<file path="config.mk">
export PLATFORM = sky130hd
export DESIGN_NAME = priority_encoder8_to_3_flat
export DESIGN_NICKNAME = d
export VERILOG_FILES = /design/src/rtl/priority_encoder8_to_3_if.sv /design/src/rtl/priority_encoder8_to_3.sv /design/src/flat_wrapper.sv
export SDC_FILE = /design/constraint.sdc
export NUM_CORES = 1
export LEC_CHECK = 0
export BUFFER_PORTS_ARGS = -buffer_cell sky130_fd_sc_hd__buf_2
export CAP_MARGIN = 0
export CORE_AREA = 4 4 46 48
export CTS_CLUSTER_SIZE = 24
export DETAILED_ROUTE_END_ITERATION = 10
export DIE_AREA = 0 0 50 52
export PLACE_DENSITY_LB_ADDON = 0.2
export SETUP_SLACK_MARGIN = 0.1
export SYNTH_ARGS = -nofsm -noshare
export SYNTH_HDL_FRONTEND = slang
export SYNTH_SLANG_ARGS = --single-unit
</file>
<file path="constraint.sdc">
create_clock -name clk -period 3.8 [get_ports clk]
set_input_delay 0.76 -clock clk [delete_from_list [all_inputs] [get_ports clk]]
set_output_delay 0.76 -clock clk [all_outputs]
set_load 0.02 [all_outputs]
</file>
<file path="src/rtl/priority_encoder8_to_3_if.sv">
// -----------------------------------------------------------------------------
// priority_encoder8_to_3_if
//
// Purpose:
//   Groups the request, handshake and status signals of the 8-to-3 priority
//   encoder. The clock and reset are not part of this interface. They stay as
//   plain ports on the encoder.
//
// Signals:
//   in       [7:0]  request lines. A 1 marks that index pending.
//   ready           the consumer accepts `out` when `valid` is also high.
//   out      [2:0]  encoded index of the granted request.
//   valid           `out` holds a granted index.
//   pending  [7:0]  current pending register.
//   count    [3:0]  number of set bits in the pending register (0..8).
//
// Modports:
//   master  the environment side. It drives requests and ready, and observes
//           the code and status.
//   slave   the encoder side. It consumes requests and ready, and drives the
//           code and status.
// -----------------------------------------------------------------------------
interface priority_encoder8_to_3_if;
    logic [7:0] in;
    logic       ready;
    logic [2:0] out;
    logic       valid;
    logic [7:0] pending;
    logic [3:0] count;

    modport master (
        output in,
        output ready,
        input  out,
        input  valid,
        input  pending,
        input  count
    );

    modport slave (
        input  in,
        input  ready,
        output out,
        output valid,
        output pending,
        output count
    );
endinterface : priority_encoder8_to_3_if

</file>
<file path="src/rtl/priority_encoder8_to_3.sv">
// -----------------------------------------------------------------------------
// priority_encoder8_to_3
//
// Purpose:
//   A registered 8-to-3 priority encoder. It latches requests and drives a
//   valid/ready handshake on its output.
//   - Requests on `in` accumulate in a pending register P.
//   - The encoder grants one pending index at a time as a 3-bit code.
//   - The granted bit is cleared when the consumer accepts the code.
//   - A two-state FSM holds the code stable until it is accepted.
//   - There is at least one idle cycle between successive grants.
//
// Ports:
//   clk   single clock. All state updates on its rising edge.
//   rst   synchronous, active-high reset.
//   bus   priority_encoder8_to_3_if.slave
//         inputs:  in, ready
//         outputs: out, valid, pending, count
//
// Configuration:
//   PRIO_ENC_ROUND_ROBIN_EN
//     Defined: the grant search starts one index above the last accepted
//       code and wraps around. A 3-bit `last` register is added for this.
//     Undefined (default): fixed priority. The highest set index wins.
// -----------------------------------------------------------------------------
module priority_encoder8_to_3 (
    input  logic                    clk,
    input  logic                    rst,
    priority_encoder8_to_3_if.slave bus
);

    // -------------------------------------------------------------------------
    // Types and state
    // -------------------------------------------------------------------------
    typedef enum logic {
        S_IDLE = 1'b0,
        S_HOLD = 1'b1
    } state_e;

    state_e     state_q, state_d;
    logic [7:0] pending_q, pending_d;
    logic [3:0] count_q, count_d;
    logic [2:0] out_q, out_d;

    logic       handshake;
    logic [7:0] clr;

`ifdef PRIO_ENC_ROUND_ROBIN_EN
    logic [2:0] last_q, last_d;
`endif

    // -------------------------------------------------------------------------
    // Helper functions
    // -------------------------------------------------------------------------
    // Returns the population count of an 8-bit vector, zero-extended to 4 bits.
    // The 4-bit width is needed so that a full register (8) is representable.
    function automatic logic [3:0] popcount8(input logic [7:0] v);
        logic [3:0] n;
        n = 4'd0;
        for (int i = 0; i < 8; i++) begin
            n = n + {3'b000, v[i]};
        end
        return n;
    endfunction

`ifdef PRIO_ENC_ROUND_ROBIN_EN
    // Searches upward from (last + 1) mod 8, wrapping, and returns the first
    // set index. The 3-bit addition wraps naturally. At k = 8 the candidate
    // is `last` itself, so every index is visited exactly once.
    function automatic logic [2:0] sel_grant(input logic [7:0] p,
                                             input logic [2:0] last);
        logic [2:0] idx;
        logic [2:0] cand;
        logic       found;
        idx   = last;
        cand  = last;
        found = 1'b0;
        for (int k = 1; k <= 8; k++) begin
            cand = last + 3'(k);
            if (!found && p[cand]) begin
                idx   = cand;
                found = 1'b1;
            end
        end
        return idx;
    endfunction
`else
    // Fixed priority. The ascending scan keeps the last hit, which is the
    // highest set index (bit 7 is the highest priority).
    function automatic logic [2:0] sel_grant(input logic [7:0] p);
        logic [2:0] idx;
        idx = 3'd0;
        for (int i = 0; i < 8; i++) begin
            if (p[i]) begin
                idx = 3'(i);
            end
        end
        return idx;
    endfunction
`endif

    // -------------------------------------------------------------------------
    // State register
    // -------------------------------------------------------------------------
    // NOTE: sequential state uses non-blocking (<=) assignments only. All
    // flops then update together from their pre-edge values, with no
    // ordering races between processes.
    always_ff @(posedge clk) begin
        if (rst) begin
            state_q   <= S_IDLE;
            pending_q <= 8'h00;
            count_q   <= 4'd0;
            out_q     <= 3'd0;
`ifdef PRIO_ENC_ROUND_ROBIN_EN
            last_q    <= 3'd7;  // the first search then starts at index 0
`endif
        end else begin
            state_q   <= state_d;
            pending_q <= pending_d;
            count_q   <= count_d;
            out_q     <= out_d;
`ifdef PRIO_ENC_ROUND_ROBIN_EN
            last_q    <= last_d;
`endif
        end
    end

    // -------------------------------------------------------------------------
    // Next-state logic
    // -------------------------------------------------------------------------
    // NOTE: every combinational output gets a default at the top of the
    // block. A path that leaves a variable unassigned would otherwise infer
    // a latch.
    always_comb begin
        state_d = state_q;
        case (state_q)
            S_IDLE: begin
                // The grant decision looks at the registered P. A request
                // seen at edge E is therefore granted at edge E+1.
                if (pending_q != 8'h00) begin
                    state_d = S_HOLD;
                end
            end
            S_HOLD: begin
                if (bus.ready) begin
                    state_d = S_IDLE;
                end
            end
            default: state_d = S_IDLE;
        endcase
    end

    // -------------------------------------------------------------------------
    // Output / datapath logic
    // -------------------------------------------------------------------------
    always_comb begin
        handshake = (state_q == S_HOLD) && bus.ready;
        // While valid is low, ready is ignored, so clr is only non-zero on an
        // accepted grant.
        clr       = handshake ? (8'b0000_0001 << out_q) : 8'h00;
        // Set dominates clear. A request on the bit being cleared keeps it
        // pending.
        pending_d = (pending_q & ~clr) | bus.in;
        count_d   = popcount8(pending_d);

        // out only changes on an IDLE-to-HOLD edge. It holds its value in
        // HOLD and while valid is low.
        out_d = out_q;
        if ((state_q == S_IDLE) && (pending_q != 8'h00)) begin
`ifdef PRIO_ENC_ROUND_ROBIN_EN
            out_d = sel_grant(pending_q, last_q);
`else
            out_d = sel_grant(pending_q);
`endif
        end

`ifdef PRIO_ENC_ROUND_ROBIN_EN
        last_d = handshake ? out_q : last_q;
`endif
    end

    // -------------------------------------------------------------------------
    // Output ports. All of them come straight from flops. valid is decoded
    // from the one-bit state register.
    // -------------------------------------------------------------------------
    assign bus.out     = out_q;
    assign bus.valid   = (state_q == S_HOLD);
    assign bus.pending = pending_q;
    assign bus.count   = count_q;

endmodule : priority_encoder8_to_3

</file>
<file path="src/flat_wrapper.sv">
// flat-port wrapper written by rule: the top's interface ports become plain ports
module priority_encoder8_to_3_flat 
  (clk, rst, bus_in, bus_ready, bus_out, bus_valid, bus_pending, bus_count);
  priority_encoder8_to_3_if bus_i ();
  input  logic clk;
  input  logic rst;
  input wire logic [$bits(bus_i.in)-1:0] bus_in;
  input wire logic [$bits(bus_i.ready)-1:0] bus_ready;
  output wire logic [$bits(bus_i.out)-1:0] bus_out;
  output wire logic [$bits(bus_i.valid)-1:0] bus_valid;
  output wire logic [$bits(bus_i.pending)-1:0] bus_pending;
  output wire logic [$bits(bus_i.count)-1:0] bus_count;
  assign bus_i.in = bus_in;
  assign bus_i.ready = bus_ready;
  assign bus_out = bus_i.out;
  assign bus_valid = bus_i.valid;
  assign bus_pending = bus_i.pending;
  assign bus_count = bus_i.count;
  priority_encoder8_to_3 u_core (.clk(clk), .rst(rst), .bus(bus_i));
endmodule
</file>
# Word-level counts from Yosys, hierarchy flattened
# Cells that the tools add are included.
dict set report totals {
  regBits 16
  input_bits 11
  out_inout_bits 16
  elab_cells 30
}
dict set report classes {
  add_sub_neg 7
  n_shift 1
  mux 11
  n_bitwise 4
  reduce_logical 3
}
# cell count
set ops {}
lappend ops {{adder 4 x 1 -> 4 bit} 6}
lappend ops {{two-way mux 3 bit} 4}
lappend ops {{bitwise AND 8 bit} 1}
lappend ops {{two-way mux 8 bit} 1}
lappend ops {{inverter 8 bit} 1}
lappend ops {{bitwise OR 8 bit} 1}
lappend ops {{nonzero test 8 bit} 1}
lappend ops {{left shift 1 x 3 -> 8 bit (first input constant)} 1}
lappend ops {{two-way mux 2 bit} 2}
lappend ops {{two-way mux 1 bit} 3}
lappend ops {{adder 1 x 1 -> 2 bit} 1}
lappend ops {{logical AND 1 bit} 2}
lappend ops {{case mux 1 bit (2 select lines)} 1}
lappend ops {{inverter 1 bit} 1}

# Depth between registers and ports, before layout
dict set report logic_depth {
  depth_word 12
  depth_mapped 11
  ltp_nobuf 11
}

# Worst setup path after synthesis
# Ideal clock, no wire load.
dict set report synth_path {
  path_type {input to register}
  start {in bus_ready}
  end {reg u_core.count_q[1] (netlist: u_core.bus.count[1])}
  setup_ns 0.064
  arrival_ns 3.428
  t_required_ns 3.736
  slack_ns 0.308
  cell_stages 10
  n_path_buf 0
  path_cell_list {and3b_1 nand2_1 a21o_1 ha_1 fa_1 fa_1 fa_1 inv_1 fa_1 nor2_1}
}
dict set report synth_via {
  elab_chain_len 12
}
# element line_no
set synth_lines {}
lappend synth_lines {{start: declaration} flat_wrapper.sv:8} ;# input wire logic [$bits(bus_i.ready)-1:0] bus_ready;
lappend synth_lines {{logical AND 1 bit} priority_encoder8_to_3.sv:157} ;# handshake = (state_q == S_HOLD) && bus.ready;
lappend synth_lines {{two-way mux 8 bit} priority_encoder8_to_3.sv:160} ;# clr = handshake ? (8'b0000_0001 << out_q) : 8'h00;
lappend synth_lines {{inverter 8 bit} priority_encoder8_to_3.sv:163} ;# pending_d = (pending_q & ~clr) | bus.in;
lappend synth_lines {{bitwise AND 8 bit} priority_encoder8_to_3.sv:163}
lappend synth_lines {{bitwise OR 8 bit} priority_encoder8_to_3.sv:163}
lappend synth_lines {{via u_core.pending_d[0]} priority_encoder8_to_3.sv:41} ;# logic [7:0] pending_q, pending_d;
lappend synth_lines {{adder 1 x 1 -> 2 bit} priority_encoder8_to_3.sv:61} ;# n = n + {3'b000, v[i]};
lappend synth_lines {{adder 4 x 1 -> 4 bit (6 in a row)} priority_encoder8_to_3.sv:61}
lappend synth_lines {{end signal: assignment} priority_encoder8_to_3.sv:120} ;# count_q <= count_d;
lappend synth_lines {{end: declaration} priority_encoder8_to_3.sv:42} ;# logic [3:0] count_q, count_d;
# The timed path passes the listed nets, and every way through them passes these cells.
# A chain may end at the register's enable or synchronous reset.

# Final worst setup path
# Ends and elaborated chain as after synthesis.

==> impl_metrics.py <==
metrics = {
    "die": {
        "fp.dieW_microns": 50,
        "fp-row-count": 15,
        "core_sq_um": 1708,
        "ios": 27,
        "start_util_pct": 46.89,
        "die_height_microns": 52,
        "die_area_sq_um": 2600,
    },
    "critical_path": {
        "crit_arrival_ns": 3.68,
        "path_max_fanout": 4,
        "critical-path-max-stage-delay_ns": 0.50,
        "cpMaxStageDelayCell": "fa_1",
        "setup.worst_path.start_class": "input pin",
        "reg2reg_slack_ns": 0.43,
        "required_ns": 4.02,
        "crit_chain": "buf_2, and3b_1, nand2_1, a21o_1, ha_1, fa_1, fa_1, fa_1, inv_1, fa_1, nor2_1",
        "path_buf_inv": 2,
        "crit_family": "adder cells",
        "critPathKind": "input pin to flip-flop",
        "cpMostUsedCell": "fa_1",
        "end_kind": "flip-flop",
    },
    "synth": {
        "synth_top_family_by_area": "simple AND/OR/NAND/NOR gates",
        "synth_fa_ha_area_share_pct": 14.69,
        "ys_seq_elements": 16,
        "synth-simple-area-share_pct": 26.25,
        "synth_nets": 101,
        "synth_top_area_share_pct": 40.00,
        "syn_area_sq_um": 800.8,
        "ys_types": 24,
        "dominantRegCellSynth": "dfxtp_1",
        "seq_area_frac_synth_pct": 40.00,
        "postSynthAreaPerCell_sq_um": 9.648,
        "synthXorXnorAreaFrac_pct": 1.094,
        "synthMuxAreaShare_pct": 0,
        "synth_edf_count": 0,
        "synth_top_area_cell": "dfxtp_1",
        "ys_warn_count": 0,
        "syn_inst": 83,
        "synth-async-reset-ratio_pct": 0,
        "synth_compound_area_share_pct": 14.22,
        "synth_area_leaders": "dfxtp_1 40%, fa_1 10%, nor2b_1 8.6%",
    },
    "clock_tree": {
        "cts_hold_buffers": 0,
        "htree_levels": 1,
        "clock_sinks": 16,
        "postCtsSetupRepairBufs": 0,
        "clk_path_buf_depth": 2,
        "postCtsResizedCells": 0,
        "numCtsBuffers": 3,
        "cts.root.buffer_cell": "clkbuf_4",
        "cts.clk_slew.worst_paths_ns": 0.09,
        "cts_tree": "done",
        "insertion_delay_ns": 0.28,
    },
    "finish": {
        "final_core_util_pct": 57.00,
        "multi_input_area_sq_um": 450.4,
        "diodes": 0,
        "layout.nets": 131,
        "seq_area_sq_um": 320.3,
        "layout_commonest_cell": "buf_2",
        "n_fill_cell": 161,
        "layout_common_cells": "26 x buf_2, 16 x dfxtp_1, 11 x nor2b_1",
        "drive_gt1_share_pct": 30.63,
        "area_delta_synth_final_pct": 21.56,
    },
    "grt": {
        "grt_pass1_wl_microns": 2870,
        "grt-ovfl-total": 0,
        "grt_util_all_layers_pct": 14.79,
        "grt_pass1_vias": 687,
        "antenna_found_initial": 0,
        "grt_max_degree": 17,
    },
    "routing": {
        "drcViolationCount": 0,
        "met2_length_microns": 849,
        "vias": 668,
        "vias_per_cell": 4.912,
        "wl_met1_microns": 726,
        "highest_layer": "met4",
        "routed_wirelength_microns": 1677,
        "detail-route-antenna-nets": 0,
        "drtIter0Drc": 5,
        "wl_met3_microns": 78,
        "first_pass_iters": 2,
        "wl_per_cell_microns": 12.33,
    },
    "power": {
        "clkPwrFrac_pct": 19.8,
        "total_power_mw": 0.4383,
        "p_seq_share_pct": 47.1,
        "p_sw_share_pct": 34.19,
        "p_sw_mw": 0.1499,
        "powerDensity_nw_per_um2": 450.3,
        "p_leak_nw": 0.4676,
        "ir_drop_mv": 0.3100,
        "p_int_mw": 0.2885,
        "combPwrFrac_pct": 33.1,
    },
    "sta": {
        "worst_pin_slew_ns": 0.3707,
        "max_freq_mhz": 289.3,
        "fin_crit_ns": 3.456,
        "setup_viol": 0,
        "finClkSkew_ns": 0.002877,
        "slew-limit-headroom_pct": 75.08,
        "timing.final.crit_share_pct": 90.95,
        "rsz0062_at_grt": "no",
        "final-hold-violation-count": 0,
        "tns_ns": 0,
        "slew_violations": 0,
    },
    "place": {
        "place_hpwl_microns": 1351,
        "port_buffers": 26,
        "place_congestion": 0.8419,
    },
    "worst_hold_path": {
        "min_path_type": "flip-flop to flip-flop",
    },
    "flow_run": {
        "maxCapViolCount": 0,
    },
    "status": {
        "status": "finished clean",
    },
}
## cells in the mapped netlist, drive strengths merged (2+ instances only)
cell type and count:
nor2b 11, dfxtp 16, nand3 2, a211oi 2, fa 4, a21o 6, nor4 2, or2 3
nand2 5, ha 3, nor2 7, inv 5, a21oi 7, nor3 3
## stage by stage
step           instances  setup WS [ns]  hold WS, ns  instance area (sq um)
6_report             136         0.3438       0.5035                  973.4
5_1_grt              136         0.1950       0.5662                  973.4
4_1_cts              136         0.3364       0.5042                  973.4
3_5_place_dp         133        0.04409       0.4894                  950.9
3_3_place_gp         133         0.1068       0.4843                  950.9
2_1_floorplan         83         0.3076       0.5635                  800.8
## per-layer routing
metal  vias to the layer above  global-route usage, %
met4                         0                  7.834
met5                         -                      0
met1                       309                  16.01
met3                         4                  4.298
li1                        341                      -
met2                        14                  25.87
## area by class of cell
cell class / instances / share of cell area [%]
flip-flops and latches: 16 / 32.90
inverters: 5 / 1.928
well taps: 25 / 3.213
multi-input cells: 61 / 46.27
repair buffers: 26 / 13.37
clock buffers: 3 / 2.314
## kinds of logic after synthesis
group	after synthesis
flip-flops	16
AO/OA/AOI/OAI	17
AND/OR/NAND/NOR	36
XOR/XNOR	1
adder cells (fa/ha/maj)	7
buffers and inverters	6
## final timing paths
| check | cells past startpoint | end | startpoint |
|---|---|---|---|
| worst min-delay path | 2 | u_core.bus.out[2]$_SDFFE_PP0P_ | u_core.bus.out[2]$_SDFFE_PP0P_ |
| worst min register to register | 2 | u_core.bus.out[2]$_SDFFE_PP0P_ | u_core.bus.out[2]$_SDFFE_PP0P_ |
| worst max register to register | 10 | u_core.bus.count[1]$_SDFF_PP0_ | u_core.bus.valid$_SDFF_PP0_ |
| worst max-delay path | 11 | u_core.bus.count[1]$_SDFF_PP0_ | bus_ready |
## registers in the layout, indices dropped and copies added (netlist names)
| signal | flops |
|---|---|
| u_core.bus.pending | 8 |
| u_core.bus.count | 4 |
| u_core.bus.out | 3 |
| u_core.bus.valid | 1 |
## worst register-to-register path, delay by kind of cell, from the launching register on
family                     cells  cell delay [ns]
adders and majority gates      5             2.12
and+or+nand+nor                3             0.45
DFF                            1             0.45
AOI/OAI and AO/OA              1             0.20
buffers and inverters          1             0.08
## power groups by stage
| stage | Clock, mW | Sequential, mW | Combinational, mW |
|---|---|---|---|
| floorplan | 0 | 0.237 | 0.0759 |
| global placement | 0 | 0.210 | 0.144 |
| detailed placement | 0 | 0.210 | 0.148 |
| CTS | 0.0902 | 0.206 | 0.149 |
| global route | 0.0976 | 0.210 | 0.166 |
| finish | 0.0866 | 0.207 | 0.145 |
No activity file was read; power rests on OpenSTA's default activity.
